`config.mk`:
```
export PLATFORM = sky130hd
export DESIGN_NAME = pc_redirect_unit_flat
export DESIGN_NICKNAME = d
export VERILOG_FILES = /design/src/rtl/pc_redirect_if.sv /design/src/rtl/pc_redirect_unit.sv /design/src/flat_wrapper.sv
export SDC_FILE = /design/constraint.sdc
export NUM_CORES = 1
export LEC_CHECK = 0
export ABC_AREA = 1
export ABC_CLOCK_PERIOD_IN_PS = 4300
export CORE_UTILIZATION = 58
export CTS_CLUSTER_DIAMETER = 30
export DETAILED_ROUTE_END_ITERATION = 16
export DONT_BUFFER_PORTS = 1
export PLACE_DENSITY = 0.8
export SLEW_MARGIN = 20
export SYNTH_ARGS = -nofsm -noshare
export SYNTH_HDL_FRONTEND = slang
export SYNTH_SLANG_ARGS = --single-unit
export TNS_END_PERCENT = 30
```
`constraint.sdc`:
```
create_clock -name clk -period 4.3 [get_ports clk]
set_input_delay 0.645 -clock clk [delete_from_list [all_inputs] [get_ports clk]]
set_output_delay 0.645 -clock clk [all_outputs]
set_load 0.005 [all_outputs]
```
`src/rtl/pc_redirect_if.sv`:
```
// pc_redirect_if
//   Bundles the fetch-PC redirect request channels and the fetch PC status
//   outputs of pc_redirect_unit.
//   master : drives redirect requests, stall and fetch_ready; observes PC state.
//   slave  : the redirect unit itself.
//   Signals:
//     redirect_valid  per-source redirect request, bit i = source i
//     redirect_pc     per-source target, slice [i*PC_WIDTH +: PC_WIDTH]
//     stall           pipeline stall, fetch must not advance
//     fetch_ready     instruction memory accepts the current PC
//     pc              current fetch PC
//     pc_src          0 = sequential, i+1 = redirect from source i
//     pending_valid   a redirect is buffered
//     pending_src     encoded source of the buffered redirect (0 = none)
//     pc_misaligned   pc[1:0] != 0
//     redirect_cnt    saturating count of applied redirects
interface pc_redirect_if #(
  parameter int NUM_SRC  = 6,
  parameter int PC_WIDTH = 32,
  parameter int CNT_W    = 16,
  parameter int SEL_W    = $clog2(NUM_SRC + 1)
);
  logic [NUM_SRC-1:0]          redirect_valid;
  logic [NUM_SRC*PC_WIDTH-1:0] redirect_pc;
  logic                        stall;
  logic                        fetch_ready;
  logic [PC_WIDTH-1:0]         pc;
  logic [SEL_W-1:0]            pc_src;
  logic                        pending_valid;
  logic [SEL_W-1:0]            pending_src;
  logic                        pc_misaligned;
  logic [CNT_W-1:0]            redirect_cnt;

  modport master (
    output redirect_valid, redirect_pc, stall, fetch_ready,
    input  pc, pc_src, pending_valid, pending_src, pc_misaligned, redirect_cnt
  );

  modport slave (
    input  redirect_valid, redirect_pc, stall, fetch_ready,
    output pc, pc_src, pending_valid, pending_src, pc_misaligned, redirect_cnt
  );
endinterface

```
`src/rtl/pc_redirect_unit.sv`:
```
// pc_redirect_unit
//   Owns the IF-stage fetch PC. Arbitrates NUM_SRC prioritised redirect
//   requests (index 0 = highest priority, oldest stage). When fetch cannot
//   advance the winning redirect is parked in a single pending slot and
//   applied on the next advance.
//   Ports:
//     clk     clock, rising edge
//     resetn  asynchronous active-low reset
//     bus     pc_redirect_if.slave: redirect requests in, fetch PC state out
module pc_redirect_unit #(
  parameter int                    NUM_SRC  = 6,
  parameter int                    PC_WIDTH = 32,
  parameter logic [PC_WIDTH-1:0]   RESET_PC = 32'hBFC0_0000,
  parameter int                    PC_INC   = 4,
  parameter int                    CNT_W    = 16,
  parameter int                    SEL_W    = $clog2(NUM_SRC + 1)
) (
  input  logic          clk,
  input  logic          resetn,
  pc_redirect_if.slave  bus
);

  // Per-source targets unpacked from the flat bus.
  logic [PC_WIDTH-1:0] tgt [NUM_SRC];

  for (genvar gi = 0; gi < NUM_SRC; gi++) begin : g_unpack
    assign tgt[gi] = bus.redirect_pc[gi*PC_WIDTH +: PC_WIDTH];
  end

  // State
  logic [PC_WIDTH-1:0] pc_reg;
  logic [SEL_W-1:0]    pc_src_reg;
  logic                pend_valid_reg;
  logic [SEL_W-1:0]    pend_src_reg;
  logic [PC_WIDTH-1:0] pend_pc_reg;
  logic [CNT_W-1:0]    cnt_reg;

  // Combinational decision signals
  logic                advance;
  logic                win_valid;
  logic [SEL_W-1:0]    win_src;
  logic [PC_WIDTH-1:0] win_pc;
  logic                win_takes;
  logic                eff_valid;
  logic [SEL_W-1:0]    eff_src;
  logic [PC_WIDTH-1:0] eff_pc;
  logic [PC_WIDTH-1:0] seq_pc;

  assign advance = bus.fetch_ready & ~bus.stall;

  // Fixed-priority pick: scan from the lowest-priority source upward so the
  // last match written (lowest index) wins.
  always_comb begin
    win_valid = 1'b0;
    win_src   = '0;
    win_pc    = '0;
    for (int i = NUM_SRC - 1; i >= 0; i--) begin
      if (bus.redirect_valid[i]) begin
        win_valid = 1'b1;
        win_src   = SEL_W'(i + 1);
        win_pc    = tgt[i];
      end
    end
  end

  // A new winner of equal or higher priority (smaller or equal encoding)
  // replaces the buffered one; equal index means the newer event of the same
  // stage, which supersedes the older one.
  assign win_takes = win_valid & (~pend_valid_reg | (win_src <= pend_src_reg));

  always_comb begin
    eff_valid = 1'b0;
    eff_src   = '0;
    eff_pc    = '0;
    if (win_takes) begin
      eff_valid = 1'b1;
      eff_src   = win_src;
      eff_pc    = win_pc;
    end else if (pend_valid_reg) begin
      eff_valid = 1'b1;
      eff_src   = pend_src_reg;
      eff_pc    = pend_pc_reg;
    end
  end

  // Sequential step wraps modulo 2^PC_WIDTH.
  assign seq_pc = pc_reg + PC_WIDTH'(PC_INC);

  always_ff @(posedge clk or negedge resetn) begin
    if (!resetn) begin
      pc_reg         <= RESET_PC;
      pc_src_reg     <= '0;
      pend_valid_reg <= 1'b0;
      pend_src_reg   <= '0;
      pend_pc_reg    <= '0;
      cnt_reg        <= '0;
    end else if (advance) begin
      if (eff_valid) begin
        pc_reg     <= eff_pc;
        pc_src_reg <= eff_src;
        if (cnt_reg != {CNT_W{1'b1}}) begin
          cnt_reg <= cnt_reg + CNT_W'(1);
        end
      end else begin
        pc_reg     <= seq_pc;
        pc_src_reg <= '0;
      end
      pend_valid_reg <= 1'b0;
      pend_src_reg   <= '0;
      pend_pc_reg    <= '0;
    end else if (win_takes) begin
      pend_valid_reg <= 1'b1;
      pend_src_reg   <= win_src;
      pend_pc_reg    <= win_pc;
    end
  end

  assign bus.pc            = pc_reg;
  assign bus.pc_src        = pc_src_reg;
  assign bus.pending_valid = pend_valid_reg;
  assign bus.pending_src   = pend_src_reg;
  assign bus.pc_misaligned = |pc_reg[1:0];
  assign bus.redirect_cnt  = cnt_reg;

endmodule

```
`src/flat_wrapper.sv`:
```
// flat-port wrapper written by rule: the top's interface ports become plain ports
module pc_redirect_unit_flat 
#(
  parameter int                    NUM_SRC  = 6,
  parameter int                    PC_WIDTH = 32,
  parameter logic [PC_WIDTH-1:0]   RESET_PC = 32'hBFC0_0000,
  parameter int                    PC_INC   = 4,
  parameter int                    CNT_W    = 16,
  parameter int                    SEL_W    = $clog2(NUM_SRC + 1)
)
  (clk, resetn, bus_redirect_valid, bus_redirect_pc, bus_stall, bus_fetch_ready, bus_pc, bus_pc_src, bus_pending_valid, bus_pending_src, bus_pc_misaligned, bus_redirect_cnt);
  pc_redirect_if #(.NUM_SRC(NUM_SRC), .PC_WIDTH(PC_WIDTH), .CNT_W(CNT_W), .SEL_W(SEL_W)) bus_i ();
  input  logic clk;
  input  logic resetn;
  input wire logic [$bits(bus_i.redirect_valid)-1:0] bus_redirect_valid;
  input wire logic [$bits(bus_i.redirect_pc)-1:0] bus_redirect_pc;
  input wire logic [$bits(bus_i.stall)-1:0] bus_stall;
  input wire logic [$bits(bus_i.fetch_ready)-1:0] bus_fetch_ready;
  output wire logic [$bits(bus_i.pc)-1:0] bus_pc;
  output wire logic [$bits(bus_i.pc_src)-1:0] bus_pc_src;
  output wire logic [$bits(bus_i.pending_valid)-1:0] bus_pending_valid;
  output wire logic [$bits(bus_i.pending_src)-1:0] bus_pending_src;
  output wire logic [$bits(bus_i.pc_misaligned)-1:0] bus_pc_misaligned;
  output wire logic [$bits(bus_i.redirect_cnt)-1:0] bus_redirect_cnt;
  assign bus_i.redirect_valid = bus_redirect_valid;
  assign bus_i.redirect_pc = bus_redirect_pc;
  assign bus_i.stall = bus_stall;
  assign bus_i.fetch_ready = bus_fetch_ready;
  assign bus_pc = bus_i.pc;
  assign bus_pc_src = bus_i.pc_src;
  assign bus_pending_valid = bus_i.pending_valid;
  assign bus_pending_src = bus_i.pending_src;
  assign bus_pc_misaligned = bus_i.pc_misaligned;
  assign bus_redirect_cnt = bus_i.redirect_cnt;
  pc_redirect_unit #(.NUM_SRC(NUM_SRC), .PC_WIDTH(PC_WIDTH), .RESET_PC(RESET_PC), .PC_INC(PC_INC), .CNT_W(CNT_W), .SEL_W(SEL_W)) u_core (.clk(clk), .resetn(resetn), .bus(bus_i));
endmodule
```
After elaboration in Yosys (flattened, before gate mapping)
Cells that the tools add are included.
{"block": "totals", "register_bits": 87, "in_bits": 202}
{"block": "classes", "addsub": 2, "n_lt_le_gt_ge": 1, "n_eq_ne": 1, "n_mux": 32, "bitwise_logic": 5, "reduce_logical": 3}
{"op": "two-way mux 32 bit", "count": 11}
{"op": "two-way mux 3 bit", "count": 11}
{"op": "adder 32 x 3 -> 32 bit, second input constant", "count": 1}
{"op": "adder 16 x 1 -> 16 bit, second input constant", "count": 1}
{"op": "inequality test 16 bit, second input constant", "count": 1}
{"op": "two-way mux 1 bit", "count": 10}
{"op": "<= comparator 3 bit", "count": 1}
{"op": "AND reduction 3 bit", "count": 1}
{"op": "AND 1 bit", "count": 2}
{"op": "NOT 1 bit", "count": 2}
{"op": "nonzero test 2 bit", "count": 1}
{"op": "OR reduction 2 bit", "count": 1}
{"op": "bitwise OR 1 bit", "count": 1}

Longest topological paths before layout
{"block": "logic_depth", "depth_word": 11, "mapped_depth": 18, "ltp_nobuf": 16}

Worst setup path after synthesis
Ideal clock, no wire load.
{"block": "synth_path", "kind": "input to register", "from": "input port bus_redirect_valid[3]", "to": "register u_core.pc_reg[21], in the netlist u_core.bus.pc[21]", "arrival_ns": 2.416, "slack_ns": 1.766, "stages": 16, "path_buffers": 3, "path_cell_list": "buf_4 > nor2_2 > buf_2 > o21a_1 > ha_1 > nand2_1 > nor2_1 > o21ai_1 > nand2_4 > buf_6 > nor2_1 > nand2_1 > nand2_1 > nand2_1 > nand2_1 > nand2_1"}
{"block": "synth_between", "elab_chain_len": 9, "elab_cells_between_ends": 18, "cone_classes": "1 x order compare; 15 x mux; 2 x bitwise"}
{"item": "start, declared", "line": "flat_wrapper.sv:15", "rtl": "input wire logic [$bits(bus_i.redirect_valid)-1:0] bus_redirect_valid;"}
{"item": "two-way mux 3 bit (4 in a row)", "line": "pc_redirect_unit.sv:58", "rtl": "if (bus.redirect_valid[i]) begin"}
{"item": "<= comparator 3 bit", "line": "pc_redirect_unit.sv:69", "rtl": "assign win_takes = win_valid & (~pend_valid_reg | (win_src <= pend_src_reg));"}
{"item": "bitwise OR 1 bit", "line": "pc_redirect_unit.sv:69"}
{"item": "AND 1 bit", "line": "pc_redirect_unit.sv:69"}
{"item": "two-way mux 32 bit / two-way mux 1 bit (equally long branches)", "line": "pc_redirect_unit.sv:75", "rtl": "if (win_takes) begin"}
{"item": "two-way mux 32 bit (*)", "line": "pc_redirect_unit.sv:98", "rtl": "if (eff_valid) begin"}
{"item": "end signal, assigned", "line": "pc_redirect_unit.sv:99", "rtl": "pc_reg <= eff_pc;"}
{"item": "end signal, assigned", "line": "pc_redirect_unit.sv:105", "rtl": "pc_reg <= seq_pc;"}
{"item": "end, declared", "line": "pc_redirect_unit.sv:31", "rtl": "logic [PC_WIDTH-1:0] pc_reg;"}
Mark *: on every way between the ends. The rest lies on a longest branch, timed or not.
A chain may end at the register's enable or synchronous reset.

Final worst setup path
{"block": "layout_path", "from": "input port bus_redirect_valid[1]", "to": "register u_core.pc_reg[9], in the netlist u_core.bus.pc[9]"}
{"block": "layout_between", "elab_chain_len": 7, "elab_cells_between_ends": 12, "cone_classes": "1 x order compare; 9 x mux; 2 x bitwise"}
{"item": "two-way mux 3 bit (2 in a row)", "line": "pc_redirect_unit.sv:58"}
{"item": "<= comparator 3 bit", "line": "pc_redirect_unit.sv:69"}
{"item": "bitwise OR 1 bit", "line": "pc_redirect_unit.sv:69"}
{"item": "AND 1 bit", "line": "pc_redirect_unit.sv:69"}
{"item": "two-way mux 32 bit / two-way mux 1 bit (equally long branches)", "line": "pc_redirect_unit.sv:75"}
{"item": "two-way mux 32 bit (*)", "line": "pc_redirect_unit.sv:98"}
Marked as above.

==> run_results.csv <==
group,metric,value,unit
floorplan,dieArea,12800,um2
job,drv_cap,0,
power_and_ir_drop,ir_drop,0.243,mV
sta,slew_headroom,0.346,
clock_network,cts_tree,"done",
synthesis,synthesis.area,7140,um2
global_route,grt_max_degree,79,
global_route,gr-usage-met2,0.556,
sta,finalSetupViolations,0,
worst_setup_path,path_class,"input pin to register",
worst_setup_path,rr_endpoint,"u_core.bus.pc[9]$_DFFE_PN0P_",
global_route,grt.met3_usage,0.112,
clock_network,h-tree-depth,3,
sta,fin_crit,2930,ps
clock_network,clockBufferDepth,2,
sta,hold_viol_final,0,
route,vias,7706,
finish,final_common_cell,"nand2_1",
clock_network,clock_latency,340,ps
route,wl,22.7,mm
floorplan,rows,40,
sta,tightest_slew,980,ps
worst_setup_path,crit_path_end_kind,"register",
worst_setup_path,cp_slowest_cell,"inv_4",
global_route,grt_pass1_vias,7098,
clock_network,cts-buffers-inserted,9,
placement,placed_area,7070,um2
finish,area_growth,4.01,%
clock_network,cts_resized,0,
global_route,grt.busiest_layer,"met2",
global_route,antenna_found_initial,2,
synthesis,yosys.cell_types.count,37,
finish,nets,1374,
placement,place.gp.congestion,0.932,
synthesis,yosysWarnings,0,
worst_setup_path,cp-start-kind,"input pin",
synthesis,syn-mean-instance-area,5.92,um2
sta,hold_slack,141,ps
clock_network,cts_setup_buffers,0,
sta,rsz0062_at_grt,"false",
sta,max_freq,0.341,GHz
placement,io_buffers,0,
route,viasPerCell,5.83,
sta,final.setup_skew,10.1,ps
route,drtIter0Drc,686,
worst_setup_path,timing.critical_path.to,"u_core.bus.pc[9]$_DFFE_PN0P_",
synthesis,syn_nets,1414,
clock_network,cts-root-buf,"clkbuf_16",
floorplan,die-height,113,um
synthesis,ys_seq_elements,87,
worst_setup_path,path_delay_family,"buffers and inverters",
global_route,grt_util_all_layers,0.360,
power_and_ir_drop,p_total,3320,uW
worst_setup_path,cp.depth,13,
finish,finalNonFillerCells,1321,
power_and_ir_drop,leakage,0.00378,uW
global_route,grt_pass1_wl,35.6,mm
sta,fin_crit_sh,0.682,
route,drc_errors,0,
worst_setup_path,r2r_slack,1960,ps
placement,hpwl,16.9,mm
sta,drv_slew,0,
floorplan,ios,258,
worst_setup_path,rr_worst_depth,11,
synthesis,synth-seq-area-share,0.306,
route,ant_nets,0,
finish,most-common-layout-cells,"nand2_1, nor2_1, nand3_1",
worst_hold_path,hold_path.class,"input pin to async pin",
floorplan,fp.dieW,113,um
worst_setup_path,crit_arrival,3220,ps
worst_setup_path,r2r-start,"u_core.bus.pending_src[2]$_DFFE_PN0P_",
worst_setup_path,cp_common_cell,"nand2_1",
finish,drive_gt1_frac,0.0623,
worst_setup_path,cp.buffers_inverters,3,
worst_setup_path,required,4580,ps
synthesis,synth_edf_count,0,
worst_setup_path,critical_path.max_fanout,55,
worst_setup_path,max_stage_delay,450,ps
global_route,met1_usage,0.465,
route,wire_per_inst,17.2,um
synthesis,synth_ff_type,"dfrtp_1",
worst_setup_path,crit_start,"bus_redirect_valid[1]",
floorplan,initial_core_util,0.595,
worst_setup_path,path_cells,"inv_2 -> nand2_1 -> o21a_1 -> ha_1 -> nand2_1 -> nor2_1 -> o21ai_1 -> nand2_4 -> inv_4 -> nand3_1 -> nand3_1 -> nand2_1 -> inv_1",
route,drt_pass1_iterations,5,
sta,totalNegativeSetupSlack,0,ps
synthesis,async_reset_ff_frac,1.00,
clock_network,hold_buffers,1,
clock_network,clock-sinks,87,
global_route,grt.overflow.total,0,
placement,place_inst,1302,
synthesis,synth_cells,1207,
power_and_ir_drop,power.density,447,nW/um2
clock_network,clk_pin_slew,60,ps
floorplan,core_area,12000,um2
outcome,status,"finished clean",
finish,design_area,7430,um2
-- layer usage --
layer / vias up / routed length [um] / part of all wire
li1: 3735 / - / -
met2: 403 / 10200 / 0.45
met1: 3504 / 9240 / 0.41
met5: - / 0 / 0
met4: 0 / 807 / 0.036
met3: 64 / 2430 / 0.11
-- per-stage QoR --
step	util	setup slack, ps
CTS	0.618	1410
floorplan	-	1770
global placement	0.589	1150
finish	0.618	1370
global route	0.618	1150
detailed placement	0.589	1060
-- cell type report --
type / instances / area (um2)
diodes: 2 / 5.00
clock buffers: 11 / 243
clock inverters: 5 / 81.3
fillers: 1218 / 4580
inverters: 75 / 289
multi-input cells: 987 / 4370
flip-flops and latches: 87 / 2190
well taps: 147 / 184
repair buffers: 7 / 72.6
-- worst min-delay path by stage --
stage           start                            endpoint  slack [ps]  depth (start not counted)
3_5_place_dp   resetn  u_core.pend_pc_reg[21]$_DFFE_PN0P_         350                          0
2_1_floorplan  resetn        u_core.bus.pc[0]$_DFFE_PN0P_         350                          0
5_1_grt        resetn       u_core.bus.pc[23]$_DFFE_PN1P_         130                          0
3_3_place_gp   resetn  u_core.pend_pc_reg[21]$_DFFE_PN0P_         350                          0
6_report       resetn       u_core.bus.pc[23]$_DFFE_PN1P_         140                          0
4_1_cts        resetn       u_core.bus.pc[23]$_DFFE_PN1P_         130                          0
-- Yosys cell counts (3+ instances only) --
library cell | number | share of area
buf_6 | 5 | 0.0079
nor2_1 | 148 | 0.078
a31oi_1 | 7 | 0.0061
and2_1 | 3 | 0.0026
inv_1 | 66 | 0.035
dfrtp_1 | 78 | 0.27
nand2_1 | 513 | 0.27
or2_2 | 19 | 0.017
nand2_4 | 3 | 0.0047
clkbuf_1 | 24 | 0.013
nand4_1 | 6 | 0.0053
dfstp_2 | 9 | 0.033
buf_4 | 5 | 0.0053
inv_2 | 7 | 0.0037
buf_2 | 22 | 0.015
o21ai_0 | 39 | 0.027
xnor2_1 | 4 | 0.0049
xor2_1 | 10 | 0.012
a21oi_1 | 83 | 0.058
o21ai_1 | 14 | 0.0098
nor3_1 | 5 | 0.0035
ha_1 | 5 | 0.0088
nor2_2 | 3 | 0.0026
nand3_1 | 101 | 0.071
nand3b_1 | 13 | 0.014
-- power breakdown --
group          internal (uW)  leakage [uW]  switching [uW]  total, uW
Sequential              1080       0.00105             321       1400
Clock                    527      0.000156             337        863
Combinational            371       0.00257             691       1060
-- cells by family after synthesis --
logic type / synth area share
simple gates: 0.479
flops: 0.306
buf+inv: 0.0827
fa+ha+maj: 0.00876
compound gates: 0.106
xor+xnor: 0.0172
Note: power is estimated with default switching activity, not from simulation.
